## src/rtl/shift_pkg.sv

```systemverilog
// Shared constants for the universal shift register: shift direction
// encoding and the burst-control FSM state type.
package shift_pkg;

    localparam logic DIR_LEFT  = 1'b0;  // toward MSB
    localparam logic DIR_RIGHT = 1'b1;  // toward LSB

    typedef enum logic [1:0] {
        IDLE  = 2'd0,
        SHIFT = 2'd1,
        DONE  = 2'd2
    } state_e;

endpackage : shift_pkg

```

## src/rtl/shift_step.sv

```systemverilog
// One shift step of the register: computes the next register value from
// the current one, the direction, the rotate/fill choice and the serial
// fill bit. Purely combinational; shared by single-step and burst paths.
module shift_step
    import shift_pkg::*;
#(
    parameter int WIDTH = 8
) (
    input  logic [WIDTH-1:0] reg_i,
    input  logic             dir_i,
    input  logic             rotate_i,
    input  logic             serial_in_i,
    output logic [WIDTH-1:0] next_o
);

    // Select the bit entering the vacated end, then splice it in.
    always_comb begin
        next_o = reg_i;
        unique case (dir_i)
            DIR_LEFT:  next_o = {reg_i[WIDTH-2:0], rotate_i ? reg_i[WIDTH-1] : serial_in_i};
            DIR_RIGHT: next_o = {rotate_i ? reg_i[0] : serial_in_i, reg_i[WIDTH-1:1]};
        endcase
    end

endmodule : shift_step

```

## src/rtl/univ_shift_reg.sv

```systemverilog
// Universal shift register: parallel load, single-step shift and counted
// burst shift (left/right, fill/rotate) with a start/busy/done handshake.
// Load always wins; a load during a burst aborts it without a done pulse.
module univ_shift_reg
    import shift_pkg::*;
#(
    parameter int WIDTH = 8,
    parameter int CNT_W = $clog2(WIDTH + 1)
) (
    input  logic             clk,
    input  logic             rst_n,
    input  logic             load,
    input  logic [WIDTH-1:0] parallel_in,
    input  logic             shift_en,
    input  logic             dir,
    input  logic             rotate,
    input  logic             serial_in,
    input  logic             start,
    input  logic [CNT_W-1:0] burst_len,
    output logic             busy,
    output logic             done,
    output logic             shift_out_msb,
    output logic             shift_out_lsb,
    output logic [WIDTH-1:0] reg_content
);

    state_e             state_q, state_d;
    logic [WIDTH-1:0]   reg_q,   reg_d;
    logic [CNT_W-1:0]   cnt_q,   cnt_d;
    logic               bdir_q,  bdir_d;
    logic               brot_q,  brot_d;

    logic               step_dir;
    logic               step_rot;
    logic [WIDTH-1:0]   step_val;

    // During a burst the step uses the direction/mode captured at start;
    // otherwise it follows the live inputs.
    assign step_dir = (state_q == SHIFT) ? bdir_q : dir;
    assign step_rot = (state_q == SHIFT) ? brot_q : rotate;

    shift_step #(
        .WIDTH (WIDTH)
    ) u_step (
        .reg_i       (reg_q),
        .dir_i       (step_dir),
        .rotate_i    (step_rot),
        .serial_in_i (serial_in),
        .next_o      (step_val)
    );

    // Next-state, next-register and counter logic with priority load > start > shift_en.
    always_comb begin
        // NOTE: every variable gets a default first so no path through the
        // case can leave it unassigned and infer a latch.
        state_d = state_q;
        reg_d   = reg_q;
        cnt_d   = cnt_q;
        bdir_d  = bdir_q;
        brot_d  = brot_q;

        unique case (state_q)
            IDLE, DONE: begin
                state_d = IDLE;
                if (load) begin
                    reg_d = parallel_in;
                    cnt_d = '0;
                end else if (start) begin
                    if (burst_len == '0) begin
                        state_d = DONE;
                    end else begin
                        bdir_d  = dir;
                        brot_d  = rotate;
                        cnt_d   = burst_len;
                        state_d = SHIFT;
                    end
                end else if (shift_en) begin
                    reg_d = step_val;
                end
            end

            SHIFT: begin
                if (load) begin
                    reg_d   = parallel_in;
                    cnt_d   = '0;
                    state_d = IDLE;
                end else begin
                    reg_d = step_val;
                    cnt_d = cnt_q - CNT_W'(1);
                    if (cnt_q == CNT_W'(1)) begin
                        state_d = DONE;
                    end
                end
            end

            default: begin
                state_d = IDLE;
                cnt_d   = '0;
            end
        endcase
    end

    // State, data, counter and captured burst-mode registers.
    always_ff @(posedge clk or negedge rst_n) begin
        if (!rst_n) begin
            state_q <= IDLE;
            reg_q   <= '0;
            cnt_q   <= '0;
            bdir_q  <= DIR_LEFT;
            brot_q  <= 1'b0;
        end else begin
            // NOTE: non-blocking so every register samples pre-edge values,
            // independent of statement order.
            state_q <= state_d;
            reg_q   <= reg_d;
            cnt_q   <= cnt_d;
            bdir_q  <= bdir_d;
            brot_q  <= brot_d;
        end
    end

    assign busy          = (state_q == SHIFT);
    assign done          = (state_q == DONE);
    assign reg_content   = reg_q;
    assign shift_out_msb = reg_q[WIDTH-1];
    assign shift_out_lsb = reg_q[0];

endmodule : univ_shift_reg
```

## config.mk

```make
export PLATFORM = sky130hd
export DESIGN_NAME = univ_shift_reg
export DESIGN_NICKNAME = d
export VERILOG_FILES = /design/src/rtl/shift_pkg.sv /design/src/rtl/shift_step.sv /design/src/rtl/univ_shift_reg.sv
export SDC_FILE = /design/constraint.sdc
export NUM_CORES = 1
export LEC_CHECK = 0
export BUFFER_PORTS_ARGS = -buffer_cell sky130_fd_sc_hd__buf_2
export CAP_MARGIN = 20
export CORE_MARGIN = 2
export CORE_UTILIZATION = 53
export DETAILED_ROUTE_END_ITERATION = 10
export MAX_ROUTING_LAYER = met4
export PLACE_DENSITY = 0.87
export SLEW_MARGIN = 25
export SYNTH_ARGS = -nofsm -noshare
export SYNTH_HDL_FRONTEND = slang
export SYNTH_SLANG_ARGS = --single-unit
```

## constraint.sdc

```tcl
create_clock -name clk -period 2.25 [get_ports clk]
set_input_delay 0.5625 -clock clk [delete_from_list [all_inputs] [get_ports clk]]
set_output_delay 0.5625 -clock clk [all_outputs]
set_load 0.01 [all_outputs]
```

==> impl_results.md, run 1 <==
- Post-synth top area cell: dfrtp_1
- RSZ-0062 raised after global routing: false
- Worst-Margin Slew: 436.6 ps
- Mapped Area: a little over 1000 µm²
- Drt via density: a little under 6
- Layout cell share with drive strength beyond 1: 30.43%
- Cell Rows: 15
- Internal power: roughly 0.55 mW
- Boundary pin count: 32
- CP cell instances: nand2b_1, inv_2, buf_2
- Detailed placer's ending HPWL: 1.814 mm
- Resized cells post-CTS: 0
- EDFF count, synth: 0
- Max Freq: between 500 and 600 MHz
- Mapped Nets: about 130
- Status: finished clean
- Post-Route Setup TNS: 0 ps
- Clock Power Share: between 20% and 30%
- Post-CTS Setup Bufs: 0
- GRT Residual Overflow: 0
- Final Hold Violating Endpoints: 0
- Layout overhead on the synthesized area: 19.54%
- Max Slew Vio Count: 0
- FF+latch count, synth: 16
- Cells after Synth: 107
- Worst EP required: 1690 ps
- Reg-to-reg critical path endpoint: reg_content[0]
- Worst Reg-to-Reg Cells: 4
- Worst skew pair latency: around 300 ps
- Leak: 0.5995 nW
- Gpl congestion: 0.7931
- Clock Sinks: 16
- Routed length per instance: 14.91 µm
- Synth unique cells: 36
- Area share of the largest cell type after synthesis: between 30% and 40%
- Worst Skew: 2.110 ps
- Initial Util: between 50% and 60%
- Max Fanout on Critical Path: 7
- Core area: around 1800 µm²
- Antenna diodes: 0
- Final worst path period share: between 80% and 90%
- Sequential power share: between 40% and 50%
- Final setup margin: roughly 260 ps
- Worst hold path class: in2async
- Routed vias: around 950
- NetSw: 0.2889 mW
- CP Capture Type: output pin
- PortBufs: 31
- Post-layout util: around 69%
- Final wirelength: around 2.4 mm
- TritonRoute pass-1 iters: 4
- Pin count of the biggest net entering global routing: 17
- Slew HR: 70.80%
- CTS Hold Buffers Added: 0
- Die Span Y: 47.97 µm
- Tmin final: 1985 ps
- CTS tree: done
- Worst EP arrival: approximately 1400 ps
- Setup violators final: 0
- Iter 0 DRT Violations: 20
- Total track usage: 25.82%
- Die area: roughly 2300 µm²
- CP startpoint kind: flip-flop
- Top cells by area, synth: dfrtp_1, mux2i_1, nand2_1
- Initial antenna violation count: 0
- Num CTS Buffers: 3
- Total Nets Final: ~160
- CTS clk-pin slew, worst paths: approximately 100 ps
- Global-route wire length before repair: roughly 3.9 mm
- Switching Fraction: 34.34%
- Max IR drop VDD: 499.6 µV
- RR Startpoint: state_q[1]
- Sequential area share after synthesis: between 30% and 40%
- Comb pwr share: 30.6%
- Top_reg_cell synth: dfrtp_1
- PwrDens: 686.9 nW/µm²
- R2r setup slk: 440 ps
- Pwr Total: about 0.84 mW
- Kind of critical path: reg2out
- Ys async rst share: between 90% and 100%
- Clock Tree Buf Depth: 2
- H-tree levels: 1
- Slowest-stage cell, CP: dfrtp_1
- Max Cap Violations: 0
- Crit path largest cell delay: roughly 460 ps
- Vias in the first global route: about 860
- Die width: ~48 µm
- Final ANT Viol Nets: 0
- Yosys warns: 0
- Root Driver: clkbuf_4
- Pre-CTS WS: 397.6 ps
- # DRC: 0
- Mean Syn Cell Area: ~9.6 µm²
[power by group through the flow]
| stage | Combinational, mW | Clock, mW | Sequential [mW] |
|---|---|---|---|
| 5_1_grt | 0.286 | 0.216 | 0.388 |
| 3_5_place_dp | 0.258 | 0 | 0.386 |
| 3_3_place_gp | 0.250 | 0 | 0.381 |
| 6_report | 0.257 | 0.202 | 0.382 |
| 4_1_cts | 0.259 | 0.202 | 0.380 |
| 2_1_floorplan | 0.165 | 0 | 0.387 |
[area by class of cell]
cell class	instances	area, µm²
fill	151	539.3
tap	25	31.28
clock buffer	4	36.28
timing repair buffer	33	170.2
multi-input combinational	77	556.8
inverter	8	30.03
sequential	16	400.4
[worst max-delay path, delay by kind of cell (launching register included)]
kind	cells	cell delay (ps)
buffers and inverters	2	320
DFF	1	460
and+or+nand+nor	1	340
[through the flow]
step           cells  hold WS [ps]  cell area, µm²
6_report         163         150.9            1225
4_1_cts          163         166.7            1225
3_5_place_dp     159         495.2            1189
5_1_grt          163         173.8            1225
3_3_place_gp     159         494.5            1189
2_1_floorplan    107         266.9            1025
[worst max path at each step]
stage | startpoint | end | slack, ps | cells after the start
floorplan | burst_len[0] | bdir_q | 630 | 3
detailed placement | burst_len[0] | brot_q | 400 | 4
finish | state_q[1] | busy | 260 | 3
CTS | state_q[1] | busy | 290 | 3
global placement | burst_len[0] | brot_q | 430 | 4
global route | state_q[1] | busy | 200 | 3
[synthesized netlist by cell type, types with 3 or more instances]
| library cell | number |
|---|---|
| nand2_1 | 13 |
| mux2i_1 | 7 |
| a32oi_1 | 3 |
| inv_1 | 7 |
| nand3_1 | 8 |
| nor2_1 | 3 |
| clkbuf_1 | 3 |
| and3_1 | 4 |
| o211ai_1 | 6 |
| dfrtp_1 | 16 |
[cells in the final DEF (no fill, tap or decap), drive strengths merged]
| master | count |
|---|---|
| nand3 | 8 |
| and3 | 4 |
| nor2b | 2 |
| a221oi | 1 |
| o41ai | 1 |
| ha | 2 |
| nor3 | 2 |
| mux2 | 3 |
| clkbuf | 4 |
| a31oi | 2 |
| and3b | 1 |
| o21a | 1 |
| mux2i | 8 |
| o211ai | 6 |
| buf | 33 |
| nor2 | 3 |
| nor3b | 1 |
| dfrtp | 16 |
| a32oi | 3 |
| nand2b | 2 |
| o311ai | 2 |
| a211oi | 1 |
| nand2 | 13 |
| xnor2 | 2 |
| or3 | 1 |
| a2bb2oi | 1 |
| a21oi | 2 |
| o22a | 1 |
| o31ai | 1 |
| inv | 8 |
| o21ai | 2 |
| nor4 | 1 |
[flip-flops by register name (all words and copies together) (netlist names)]
signal and count:
bdir_q 1, reg_content 8, cnt_q 4, state_q 2
brot_q 1
[cells by family (layout without fill, tap and decap cells)]
logic type	Yosys count	in the layout	share of synthesized area, %
mux	11	11	12.33
fa+ha+maj	2	2	2.442
compound gates	24	24	19.29
xor+xnor	2	2	1.710
simple gates	38	38	18.56
buf+inv	14	45	6.593
flops	16	16	39.07
[layer usage]
| layer | track usage [%] | vias up | share of wire, % |
|---|---|---|---|
| li1 | - | 458 | - |
| met1 | 33.26 | 451 | 44 |
| met2 | 38.67 | 32 | 48 |
| met3 | 4.906 | 6 | 5.3 |
| met4 | 12.43 | 0 | 2.5 |
| met5 | - | - | 0 |
(Power assumes the default switching activity.)
==> run 2: changes to the inputs <==
--- a/config.mk
+++ b/config.mk
@@ -9,9 +9,10 @@
 export CAP_MARGIN = 20
 export CORE_MARGIN = 2
 export CORE_UTILIZATION = 53
+export CTS_CLUSTER_SIZE = 25
 export DETAILED_ROUTE_END_ITERATION = 10
 export MAX_ROUTING_LAYER = met4
-export PLACE_DENSITY = 0.87
+export PLACE_DENSITY = 0.82
 export SLEW_MARGIN = 25
 export SYNTH_ARGS = -nofsm -noshare
 export SYNTH_HDL_FRONTEND = slang
==> run 2 against run 1 <==
Effect of this change:
- cell count is the same
- first-iteration DRC count is 60% higher
- sequential share of layout area unchanged
- largest cell class unchanged
==> impl_results.md, run 2 (same netlist as run 1, synthesis figures left out) <==
- Routed length per instance: ~15 µm
- PortBufs: 31
- Drt via density: ~5.7
- Worst-Margin Slew: 438.0 ps
- Gpl congestion: 0.8566
- Die area: roughly 2300 µm²
- R2r setup slk: 490 ps
- Initial Util: 58.09%
- GRT Residual Overflow: 0
- Root Driver: clkbuf_4
- Detailed placer's ending HPWL: roughly 1.8 mm
- Total track usage: around a quarter
- Worst EP required: 1690 ps
- Boundary pin count: 32
- Initial antenna violation count: 0
- Final wirelength: roughly 2.4 mm
- Tmin final: slightly below 2000 ps
- CP cell instances: nand2b_1, inv_2, buf_2
- Clock Tree Buf Depth: 2
- Commonest non-fill, non-tap cell in the layout: buf_2
- Pin count of the biggest net entering global routing: 17
- CP startpoint kind: flip-flop
- Max IR drop VDD: between 400 and 500 µV
- Core area: about 1800 µm²
- CTS tree: done
- H-tree levels: 1
- Status: finished clean
- Worst hold path class: in2async
- Layout fillers: 154
- Crit path largest cell delay: roughly 440 ps
- Iter 0 DRT Violations: 32
- CTS clk-pin slew, worst paths: roughly 90 ps
- Routed vias: 932
- Worst skew pair latency: around 280 ps
- Post-Route Setup TNS: 0 ps
- Die Span Y: 47.97 µm
- TritonRoute pass-1 iters: 4
- Die width: approximately 48 µm
- CTS Hold Buffers Added: 0
- Antenna diodes: 0
- Worst Skew: approximately 2.7 ps
- Leak: around 0.60 nW
- Num CTS Buffers: 3
- Max Fanout on Critical Path: 7
- # DRC: 0
- Cell Rows: 15
- Vias in the first global route: slightly below 900
- Layout cell share with drive strength beyond 1: 30.43%
- Max Cap Violations: 0
- Slew HR: between 70% and 80%
- Final worst path period share: 85.98%
- Layout overhead on the synthesized area: 19.54%
- Final ANT Viol Nets: 0
- CP Capture Type: output pin
- Hold slack: 174.0 ps
- Kind of critical path: reg2out
- Clock Sinks: 16
- Post-CTS Setup Bufs: 0
- Setup violators final: 0
- Final Hold Violating Endpoints: 0
- PwrDens: 674.8 nW/µm²
- Global-route wire length before repair: about 3.7 mm
- RSZ-0062 raised after global routing: false
- Largest register FFs: 8
- Max Freq: 516.9 MHz
- Resized cells post-CTS: 0
- Total Nets Final: 161
- Max Slew Vio Count: 0
- Most frequent cells in the layout: buf_2, dfrtp_1, nand2_1, nand3_1
- Worst EP arrival: 1370 ps
- Slowest-stage cell, CP: dfrtp_1
-- run 2: cell counts in the layout (fill, tap and decap cells not counted) --
Identical to the previous run, type by type.
-- run 2: final timing paths --
check / from / endpoint / depth (start not counted)
min in group clk: rotate / brot_q / 2
worst max-delay path: state_q[1] / busy / 3
max in group asynchronous: rst_n / reg_content[4] / 1
worst max register to register: state_q[1] / reg_content[0] / 4
worst min register to register: brot_q / brot_q / 1
worst min-delay path: rst_n / bdir_q / 1
-- run 2: critical path: cells and delay by family (launching register included) --
family / cells / cell delay [ps]
flops: 1 / 440
simple gates: 1 / 330
buf+inv: 2 / 320
-- run 2: report_power, final --
part / total, mW / leakage (nW) / internal [mW] / switching (mW)
registers: 0.380 / 0.197 / 0.331 / 0.0488
clock network: 0.188 / 0.0210 / 0.0985 / 0.0894
logic: 0.259 / 0.381 / 0.122 / 0.137
-- run 2: cell type report --
class | count | area, µm² | area share (%)
Sequential cell | 16 | 400.4 | 32.69
Inverter | 8 | 30.03 | 2.451
Multi-Input combinational cell | 77 | 556.8 | 45.45
Clock buffer | 4 | 36.28 | 2.962
Tap cell | 25 | 31.28 | 2.554
Timing Repair Buffer | 33 | 170.2 | 13.89
-- run 2: metal layers --
metal  up-vias  share of wire [%]  global-route usage (%)
met5         -                  0                       -
met4         0                1.1                   9.730
met3         4                6.8                   3.019
met2        34                 48                   37.07
met1       439                 44                   31.93
li1        455                  -                       -
-- run 2: per-stage QoR --
stage / setup WS [ps] / instances / power, mW / cell area, µm² / util [%]
floorplan: 629.8 / 107 / 0.5519 / 1025 / -
global placement: 440.8 / 159 / 0.6324 / 1189 / 67.38
detailed placement: 395.2 / 159 / 0.6417 / 1189 / 67.38
CTS: 320.3 / 163 / 0.8352 / 1225 / 69.43
global route: 224.5 / 163 / 0.8811 / 1225 / 69.43
finish: 315.5 / 163 / 0.8265 / 1225 / 69.43
